**src/rtl/cpu_types_pkg.sv**
```systemverilog
// -----------------------------------------------------------------------------
// cpu_types_pkg
// Shared CPU types used by the instruction cache:
//   word_t          32-bit machine word
//   icache_frame_t  one cache frame {valid, tag, data}; the tag field is sized
//                   for the widest tag (SETS=2) and narrower tags are stored
//                   zero-extended
//   icachef_t       fetch address split for the default SETS=16 geometry
//   icache_state_t  cache controller states {IDLE, FETCH}
//   word_align()    clears the byte offset of an address
// -----------------------------------------------------------------------------
package cpu_types_pkg;

    typedef logic [31:0] word_t;

    // Widest tag occurs at the minimum of two sets: 32 - 1 index bit - 2 offset bits.
    localparam int ICACHE_TAG_MAX_W = 29;

    typedef struct packed {
        logic                        valid;
        logic [ICACHE_TAG_MAX_W-1:0] tag;
        word_t                       data;
    } icache_frame_t;

    typedef struct packed {
        logic [25:0] tag;
        logic [3:0]  idx;
        logic [1:0]  bytoff;
    } icachef_t;

    typedef enum logic {
        IDLE  = 1'b0,
        FETCH = 1'b1
    } icache_state_t;

    function automatic word_t word_align(input word_t addr);
        return {addr[31:2], 2'b00};
    endfunction

endpackage

```
**src/rtl/icache_frames.sv**
```systemverilog
// -----------------------------------------------------------------------------
// icache_frames
// Direct-mapped frame store: combinational read by index, one synchronous
// write port. Valid bits clear asynchronously on nRST; tag/data are left
// unreset because a cleared valid bit makes their contents irrelevant.
// Ports:
//   CLK, nRST          clock, asynchronous active-low reset
//   rd_idx             read index
//   rd_valid/tag/data  frame contents at rd_idx
//   wr_en, wr_idx      write strobe and index
//   wr_tag, wr_data    tag (zero-extended) and word written on wr_en
// -----------------------------------------------------------------------------
module icache_frames
    import cpu_types_pkg::*;
#(
    parameter int SETS  = 16,
    parameter int IDX_W = $clog2(SETS)
) (
    input  logic                        CLK,
    input  logic                        nRST,
    input  logic [IDX_W-1:0]            rd_idx,
    output logic                        rd_valid,
    output logic [ICACHE_TAG_MAX_W-1:0] rd_tag,
    output logic [31:0]                 rd_data,
    input  logic                        wr_en,
    input  logic [IDX_W-1:0]            wr_idx,
    input  logic [ICACHE_TAG_MAX_W-1:0] wr_tag,
    input  logic [31:0]                 wr_data
);

    logic [SETS-1:0]             valid_r;
    logic [ICACHE_TAG_MAX_W-1:0] tag_r [SETS];
    word_t                       data_r [SETS];
    icache_frame_t               frame_s;

    // Valid bits: cleared by reset, set when a fill is written.
    always_ff @(posedge CLK or negedge nRST) begin
        if (!nRST) begin
            valid_r <= {SETS{1'b0}};
        end else if (wr_en) begin
            valid_r[wr_idx] <= 1'b1;
        end
    end

    // Tag and data storage, written only by a completing fill.
    always_ff @(posedge CLK) begin
        if (wr_en) begin
            tag_r[wr_idx]  <= wr_tag;
            data_r[wr_idx] <= wr_data;
        end
    end

    // Combinational read of the addressed frame.
    always_comb begin
        frame_s.valid = valid_r[rd_idx];
        frame_s.tag   = tag_r[rd_idx];
        frame_s.data  = data_r[rd_idx];
        rd_valid      = frame_s.valid;
        rd_tag        = frame_s.tag;
        rd_data       = frame_s.data;
    end

endmodule

```
**src/rtl/icache.sv**
```systemverilog
// -----------------------------------------------------------------------------
// icache
// Direct-mapped, one-word-per-frame, read-only instruction cache with a
// two-state miss FSM (IDLE/FETCH). Hits are combinational; a miss latches the
// word address and holds the memory-controller request until iwait drops,
// even if the datapath withdraws or changes its request meanwhile.
// Optional build macro: ICACHE_STATS_EN adds hit_count/miss_count.
// Ports:
//   CLK, nRST           clock, asynchronous active-low reset
//   imemREN, imemaddr   datapath fetch request and byte address
//   ihit, imemload      hit indication and instruction word
//   iREN, iaddr         fill request and word-aligned fill address
//   iwait, iload        controller busy flag and fill word
//   hit_count           (ICACHE_STATS_EN) cycles with ihit=1
//   miss_count          (ICACHE_STATS_EN) IDLE->FETCH transitions
// -----------------------------------------------------------------------------
module icache
    import cpu_types_pkg::*;
#(
    parameter int SETS = 16
) (
    input  logic        CLK,
    input  logic        nRST,
    input  logic        imemREN,
    input  logic [31:0] imemaddr,
    output logic        ihit,
    output logic [31:0] imemload,
    output logic        iREN,
    output logic [31:0] iaddr,
    input  logic        iwait,
    input  logic [31:0] iload
`ifdef ICACHE_STATS_EN
    ,
    output logic [31:0] hit_count,
    output logic [31:0] miss_count
`endif
);

    localparam int IDX_W = $clog2(SETS);

    icache_state_t               state_r;
    icache_state_t               next_state_s;
    word_t                       miss_addr_r;
    logic [IDX_W-1:0]            idx_s;
    logic [ICACHE_TAG_MAX_W-1:0] tag_s;
    logic                        fr_valid_s;
    logic [ICACHE_TAG_MAX_W-1:0] fr_tag_s;
    word_t                       fr_data_s;
    logic                        hit_s;
    logic                        miss_start_s;
    logic                        fill_s;

    assign idx_s = imemaddr[IDX_W+1:2];
    assign tag_s = ICACHE_TAG_MAX_W'(imemaddr[31:IDX_W+2]);
    assign hit_s = fr_valid_s && (fr_tag_s == tag_s);

    icache_frames #(
        .SETS  (SETS),
        .IDX_W (IDX_W)
    ) u_frames (
        .CLK      (CLK),
        .nRST     (nRST),
        .rd_idx   (idx_s),
        .rd_valid (fr_valid_s),
        .rd_tag   (fr_tag_s),
        .rd_data  (fr_data_s),
        .wr_en    (fill_s),
        .wr_idx   (miss_addr_r[IDX_W+1:2]),
        .wr_tag   (ICACHE_TAG_MAX_W'(miss_addr_r[31:IDX_W+2])),
        .wr_data  (iload)
    );

    // FSM state register.
    always_ff @(posedge CLK or negedge nRST) begin
        if (!nRST) begin
            state_r <= IDLE;
        end else begin
            state_r <= next_state_s;
        end
    end

    // FSM next-state: a missed request starts a fill; a fill ends when iwait drops.
    always_comb begin
        next_state_s = state_r;
        case (state_r)
            IDLE: begin
                if (imemREN && !hit_s) begin
                    next_state_s = FETCH;
                end else begin
                    next_state_s = IDLE;
                end
            end
            FETCH: begin
                if (!iwait) begin
                    next_state_s = IDLE;
                end else begin
                    next_state_s = FETCH;
                end
            end
            default: next_state_s = IDLE;
        endcase
    end

    // FSM outputs: hit path in IDLE, controller handshake in FETCH.
    always_comb begin
        ihit     = 1'b0;
        imemload = 32'h0000_0000;
        iREN     = 1'b0;
        iaddr    = 32'h0000_0000;
        fill_s   = 1'b0;
        case (state_r)
            IDLE: begin
                ihit     = imemREN && hit_s;
                imemload = (imemREN && hit_s) ? fr_data_s : 32'h0000_0000;
            end
            FETCH: begin
                iREN   = 1'b1;
                iaddr  = miss_addr_r;
                fill_s = !iwait;
            end
            default: begin
                ihit = 1'b0;
            end
        endcase
    end

    assign miss_start_s = (state_r == IDLE) && (next_state_s == FETCH);

    // Miss address capture on the IDLE->FETCH edge; held through the fill.
    always_ff @(posedge CLK or negedge nRST) begin
        if (!nRST) begin
            miss_addr_r <= 32'h0000_0000;
        end else if (miss_start_s) begin
            miss_addr_r <= word_align(imemaddr);
        end
    end

`ifdef ICACHE_STATS_EN
    logic [31:0] hit_cnt_r;
    logic [31:0] miss_cnt_r;

    // Free-running wrap-around hit/miss statistics.
    always_ff @(posedge CLK or negedge nRST) begin
        if (!nRST) begin
            hit_cnt_r  <= 32'h0000_0000;
            miss_cnt_r <= 32'h0000_0000;
        end else begin
            if (ihit) begin
                hit_cnt_r <= hit_cnt_r + 32'd1;
            end
            if (miss_start_s) begin
                miss_cnt_r <= miss_cnt_r + 32'd1;
            end
        end
    end

    assign hit_count  = hit_cnt_r;
    assign miss_count = miss_cnt_r;
`endif

endmodule
```
**config.mk**
```make
export PLATFORM = sky130hd
export DESIGN_NAME = icache
export DESIGN_NICKNAME = d
export VERILOG_FILES = /design/src/rtl/cpu_types_pkg.sv /design/src/rtl/icache_frames.sv /design/src/rtl/icache.sv
export SDC_FILE = /design/constraint.sdc
export NUM_CORES = 1
export LEC_CHECK = 0
export CAP_MARGIN = 0
export CORE_UTILIZATION = 53
export CTS_CLUSTER_SIZE = 25
export DETAILED_ROUTE_END_ITERATION = 6
export GPL_ROUTABILITY_DRIVEN = 0
export PLACE_DENSITY = 0.71
export SLEW_MARGIN = 30
export SYNTH_ARGS = -nofsm -noshare
export SYNTH_HDL_FRONTEND = slang
export SYNTH_SLANG_ARGS = --single-unit
```
**constraint.sdc**
```tcl
create_clock -name CLK -period 9.6 [get_ports CLK]
set_input_delay 1.92 -clock CLK [delete_from_list [all_inputs] [get_ports CLK]]
set_output_delay 1.92 -clock CLK [all_outputs]
set_load 0.05 [all_outputs]
```
==> results of run 1 <==
[stage by stage]
step / hold slack, ns / power (W)
2_1_floorplan: 0.434 / 0.00559
3_3_place_gp: 0.446 / 0.00587
3_5_place_dp: 0.452 / 0.00590
4_1_cts: 0.468 / 0.00959
5_1_grt: 0.490 / 0.00980
6_report: 0.463 / 0.00953
[registers in the layout, summed over array words and instances (netlist names)]
register	cells
miss_addr_r	30
state_r	1
u_frames.data_r	512
u_frames.tag_r	416
u_frames.valid_r	16
[cell families (layout without fill, tap and decap cells)]
kind of cell | after synthesis | count (layout) | synth area share
flip-flops | 975 | 975 | 0.768
multiplexers | 375 | 375 | 0.177
AND/OR/NAND/NOR | 151 | 151 | 0.0229
buffers and inverters | 90 | 355 | 0.0114
AO/OA/AOI/OAI | 68 | 68 | 0.0137
XOR/XNOR | 33 | 33 | 0.00764
other | 1 | 3 | 0.0000991
[metal layers]
layer,vias to the layer above,track usage
met3,116,0.0364
met1,9465,0.323
li1,7460,-
met2,735,0.388
met4,2,0.0719
met5,-,0
[Yosys cell counts, types with 2 or more instances]
master and n:
xnor2_1 24, a211oi_1 3, mux2_1 3, and2_0 2, buf_2 33, o2bb2ai_1 2, mux4_2 229, a21oi_1 3
and2_1 30, nand3_1 6, buf_1 13, o21ai_0 5, a2111oi_2 2, mux2_2 49, inv_1 3, nor3_1 7
edfxtp_1 928, a221o_1 2, nand2_1 12, a21o_1 4, nand3b_1 2, nand2b_1 6, or2_2 16, mux2i_1 94
a31oi_1 4, or4_1 2, nor2b_1 39, nor2_1 20, buf_4 14, dfrtp_1 47, a221oi_1 9, o22ai_1 10
nand4_1 3, xor2_1 9, a22oi_1 12, o21a_1 2, a22o_1 4, clkbuf_1 26
[worst max-delay path, cell delays in order]
cell	delay, ns
buf_8	0.58
buf_4	0.56
nor2_1	0.28
a22o_1	0.28
a221oi_1	0.27
xnor2_1	0.20
a31oi_1	0.18
nor4_1	0.61
nand4b_1	0.26
buf_4	0.38
nor2b_1	0.22
clkdlybuf4s50_1	0.82
[area by class of cell]
class                      count  area share
antenna                        1   0.0000575
inverter                       3    0.000316
tap                          940      0.0270
timing repair buffer         176      0.0379
clock inverter                57      0.0134
sequential                   975       0.667
multi-input combinational    629       0.195
clock buffer                 119      0.0588
[layout by cell type (no fill, tap or decap), types with 16 or more instances in the layout]
cell type and count:
and2_1 30, buf_4 67, clkbuf_1 16, clkbuf_16 96, clkdlybuf4s50_1 97, clkinv_1 23
dfrtp_1 47, edfxtp_1 928, mux2_2 49, mux2i_1 94, mux4_2 229, nor2b_1 39
or2_2 16, xnor2_1 24
[power by group]
group          switching [W]  total [W]  internal [W]  leakage, nW
sequential          0.000155    0.00508       0.00492         8.91
combinational       0.000421   0.000733      0.000312         3.59
clock                0.00155    0.00372       0.00216         1.53
[worst paths after layout]
path	to	slack, ns	cells past startpoint
hold reg to reg	u_frames.valid_r[3]	0.46	1
setup reg to reg	miss_addr_r[25]	5.76	9
hold / removal	u_frames.valid_r[3]	0.46	1
max in group asynchronous	miss_addr_r[3]	7.60	2
setup / recovery	imemload[27]	0.98	12
min in group asynchronous	miss_addr_r[14]	1.45	2
==> impl_metrics.toml, run 1 <==
[route]
viasPerCell = 6.13
wl_per_cell_um = 28.8
vias = 17800
wl_met2_um = 42600
ant_nets = 0
dr.pass1.iters = 5
met1_length_um = 33600
drc_errors = 0
met3WireLength_um = 5660
drt_wl_total_um = 83600
drt_iter0_markers = 1743
routed.top_layer = "met5"

[cts]
root_buffer = "clkbuf_16"
insertion_delay_ns = 0.65
htreeDepth = 3
cts_setup_buffers = 0
ctsResizeCount = 0
cts_tree = "built"
cts.clk_slew.worst_paths_ns = 0.06
clkSinkCount = 975
clk_path_buf_depth = 3
cts_hold_buf = 0
numCtsBuffers = 95

[pwr]
irDropWorstVdd_mv = 0.127
power.density_mw_per_mm2 = 219
p_leak_nw = 14.0

[timing]
max_clock_freq_mhz = 116
report.final.slew_viol_count = 0
tightest_slew_ns = 0.986
finalSetupViolations = 0
rsz0062_at_grt = "no"
setup-tns-final_ns = 0
hold_violations = 0
period_minus_slack_ns = 8.62
finalClockSkew_ns = 0.0175
post-route-period-util = 0.898
setup_ws_ns = 0.978
slew_headroom = 0.341

[synth]
synth_top_area_frac = 0.737
syn-instance-count = 1693
synth_top_area_cell = "edfxtp_1"
synth_flop_cell = "edfxtp_1"
synthTopCellsByArea = "edfxtp_1 (74%), mux4_2 (14%), dfrtp_1 (3.1%), mux2i_1 (2.5%), mux2_2 (1.5%)"
synth_cell_types = 52
syn_area_mm2 = 0.0378
synth-seq-cells = 975
synth_warnings = 0
syn_area_per_cell_um2 = 22.3
synthArstFlopShare = 0.0482
synth_seq_area_share = 0.768
synth_edf_count = 928

[placement]
dp_hpwl_um = 43100
portBuffers = 129
placed_area_mm2 = 0.0404
place_inst = 2723
dp_worst_setup_slack_ns = 0.988

[critical_path]
cp.required_ns = 7.68
startpoint = "imemaddr[2]"
criticalPathCategory = "input port to primary output"
cp.arrival_ns = 6.70
cp-start-kind = "input port"
crit_path_end_kind = "primary output"
crit_fanout = 67
regToRegStartpoint = "u_frames.tag_r[11][20]"

[finish]
fillers = 4719
multiInputGateArea_mm2 = 0.00849
instances_no_fill = 2900
area_growth_syn_to_layout_pct = 15.0
drive_gt1_frac = 0.271
utilization = 0.618
seqCellArea_mm2 = 0.0290
stdcell_area_mm2 = 0.0435
fin_nets = 1948

[die]
die_height_um = 269
coreArea_mm2 = 0.0704
rows = 97
die_w_um = 269
io_pins = 134
die-area_mm2 = 0.0725
initial_core_util = 0.537

[global_route]
grt_pass1_wl_um = 123000
grt_overflow_total = 0
grt_pass1_vias = 18400
antenna_found_initial = 2
grtUsageTotal = 0.234
grt_max_degree = 73

[min_path]
hold_path_class = "flop to flop"
holdCritStartpoint = "u_frames.valid_r[3]"

[flow_run]
max-cap-violations = 0

[status]
status = "finished, final reports clean"
No activity file was read; power rests on OpenSTA's default activity.
==> inputs of run 2 (changes only) <==
CAP_MARGIN = 20   (was 0)
==> results of run 2 <==
Same layout as run 1: the final DEF is identical, and so are final timing and power.
==> inputs of run 3 (changes only) <==
CORE_UTILIZATION = 30   (was 53)
PLACE_DENSITY = default   (was 0.71)
SKIP_CTS_REPAIR_TIMING = 1   (was default)
clock period = 10.31 ns   (was 9.6 ns; I/O delays follow)
==> impl_metrics.toml, run 3 (same netlist as run 1, synthesis figures left out) <==
[pwr]
irDropWorstVdd_mv = 0.109
p_leak_nw = 14.0
p_total_w = 0.00895
power.density_mw_per_mm2 = 201

[timing]
max_clock_freq_mhz = 114
setup_ws_ns = 1.51
finalClockSkew_ns = 0.0276
setup-tns-final_ns = 0
report.final.slew_viol_count = 0
finalSetupViolations = 0
holdWs_ns = 0.470
slew_headroom = 0.402
hold_violations = 0
rsz0062_at_grt = "no"
period_minus_slack_ns = 8.80
post-route-period-util = 0.854
tightest_slew_ns = 0.898

[placement]
dp_worst_setup_slack_ns = 1.40
portBuffers = 129
dp_hpwl_um = 49100

[cts]
clkSinkCount = 975
insertion_delay_ns = 0.66
cts.clk_slew.worst_paths_ns = 0.06
cts_tree = "built"
htreeDepth = 3
numCtsBuffers = 92
clk_path_buf_depth = 3
root_buffer = "clkbuf_16"

[finish]
fillers = 11300
utilization = 0.358
reg_top3 = "u_frames.data_r: 512 flops, u_frames.tag_r: 416 flops, miss_addr_r: 30 flops"
area_growth_syn_to_layout_pct = 17.7
layout_common_cells = "edfxtp_1 (928), mux4_2 (229), clkdlybuf4s50_1 (124), clkbuf_16 (95), mux2i_1 (94)"
fin_nets = 1946
drive_gt1_frac = 0.265
largest_reg_flops = 512
final_common_cell = "edfxtp_1"
top_register = "u_frames.data_r"

[route]
vias = 17500
drt_wl_total_um = 91200
ant_nets = 0
viasPerCell = 4.87
drt_iter0_markers = 1422
wl_per_cell_um = 25.4
drc_errors = 0
dr.pass1.iters = 5

[die]
die-area_mm2 = 0.128
io_pins = 134
die_w_um = 357
coreArea_mm2 = 0.124
die_height_um = 357
rows = 129
initial_core_util = 0.304

[critical_path]
crit_path_end_kind = "primary output"
criticalPathCategory = "input port to primary output"
cp.arrival_ns = 6.74
crit_fanout = 49
cp-start-kind = "input port"
rrSetupSlack_ns = 6.47
cp.required_ns = 8.25

[global_route]
grt_pass1_wl_um = 131000
grt_pass1_vias = 18500
grt_overflow_total = 0
grt_max_degree = 101
grtUsageTotal = 0.142
antenna_found_initial = 10

[min_path]
hold_path_class = "flop to flop"

[flow_run]
max-cap-violations = 0

[status]
status = "finished, final reports clean"
-- run 3: worst paths after layout --
path,start,end,cells past startpoint
setup / recovery,imemaddr[3],imemload[1],13
hold / removal,u_frames.valid_r[2],u_frames.valid_r[2],1
setup reg to reg,u_frames.tag_r[7][12],miss_addr_r[3],9
hold reg to reg,u_frames.valid_r[2],u_frames.valid_r[2],1
max in group asynchronous,nRST,miss_addr_r[3],2
min in group asynchronous,nRST,miss_addr_r[18],2
-- run 3: critical path, cell delays in order --
cell	delay [ns]
buf_6	0.32
buf_16	0.32
buf_12	0.35
mux2_2	0.38
o22ai_1	0.16
a221oi_1	0.09
xnor2_1	0.35
or4bb_1	0.48
a2111oi_2	0.51
nand4b_1	0.16
buf_4	0.31
nor2b_1	0.22
clkdlybuf4s50_1	0.82
-- run 3: per-layer routing --
layer,routed length [um],vias to the layer above,global-route usage
li1,-,7424,-
met2,46000,456,0.241
met5,47,-,0
met3,4570,114,0.0230
met4,1790,8,0.0404
met1,38800,9493,0.187
-- run 3: final cells by class --
type	instances	area, um^2	share of cell area
inverter	3	12.5	0.000281
tap	1637	2050	0.0460
timing repair buffer	177	1770	0.0398
clock inverter	60	686	0.0154
sequential	975	29000	0.652
antenna	3	7.51	0.000169
multi-input combinational	629	8500	0.191
clock buffer	109	2470	0.0555
-- run 3: stage by stage --
| stage | instance area [um^2] | cells |
|---|---|---|
| 2_1_floorplan | 37800 | 1694 |
| 3_3_place_gp | 41200 | 3417 |
| 3_5_place_dp | 41300 | 3418 |
| 4_1_cts | 44400 | 3587 |
| 5_1_grt | 44500 | 3592 |
| 6_report | 44500 | 3593 |
-- run 3: power breakdown --
part / switching, W / leakage, nW / total, W / internal (W)
Clock: 0.00147 / 1.53 / 0.00351 / 0.00205
Combinational: 0.000417 / 3.56 / 0.000709 / 0.000293
Sequential: 0.000145 / 8.91 / 0.00473 / 0.00458
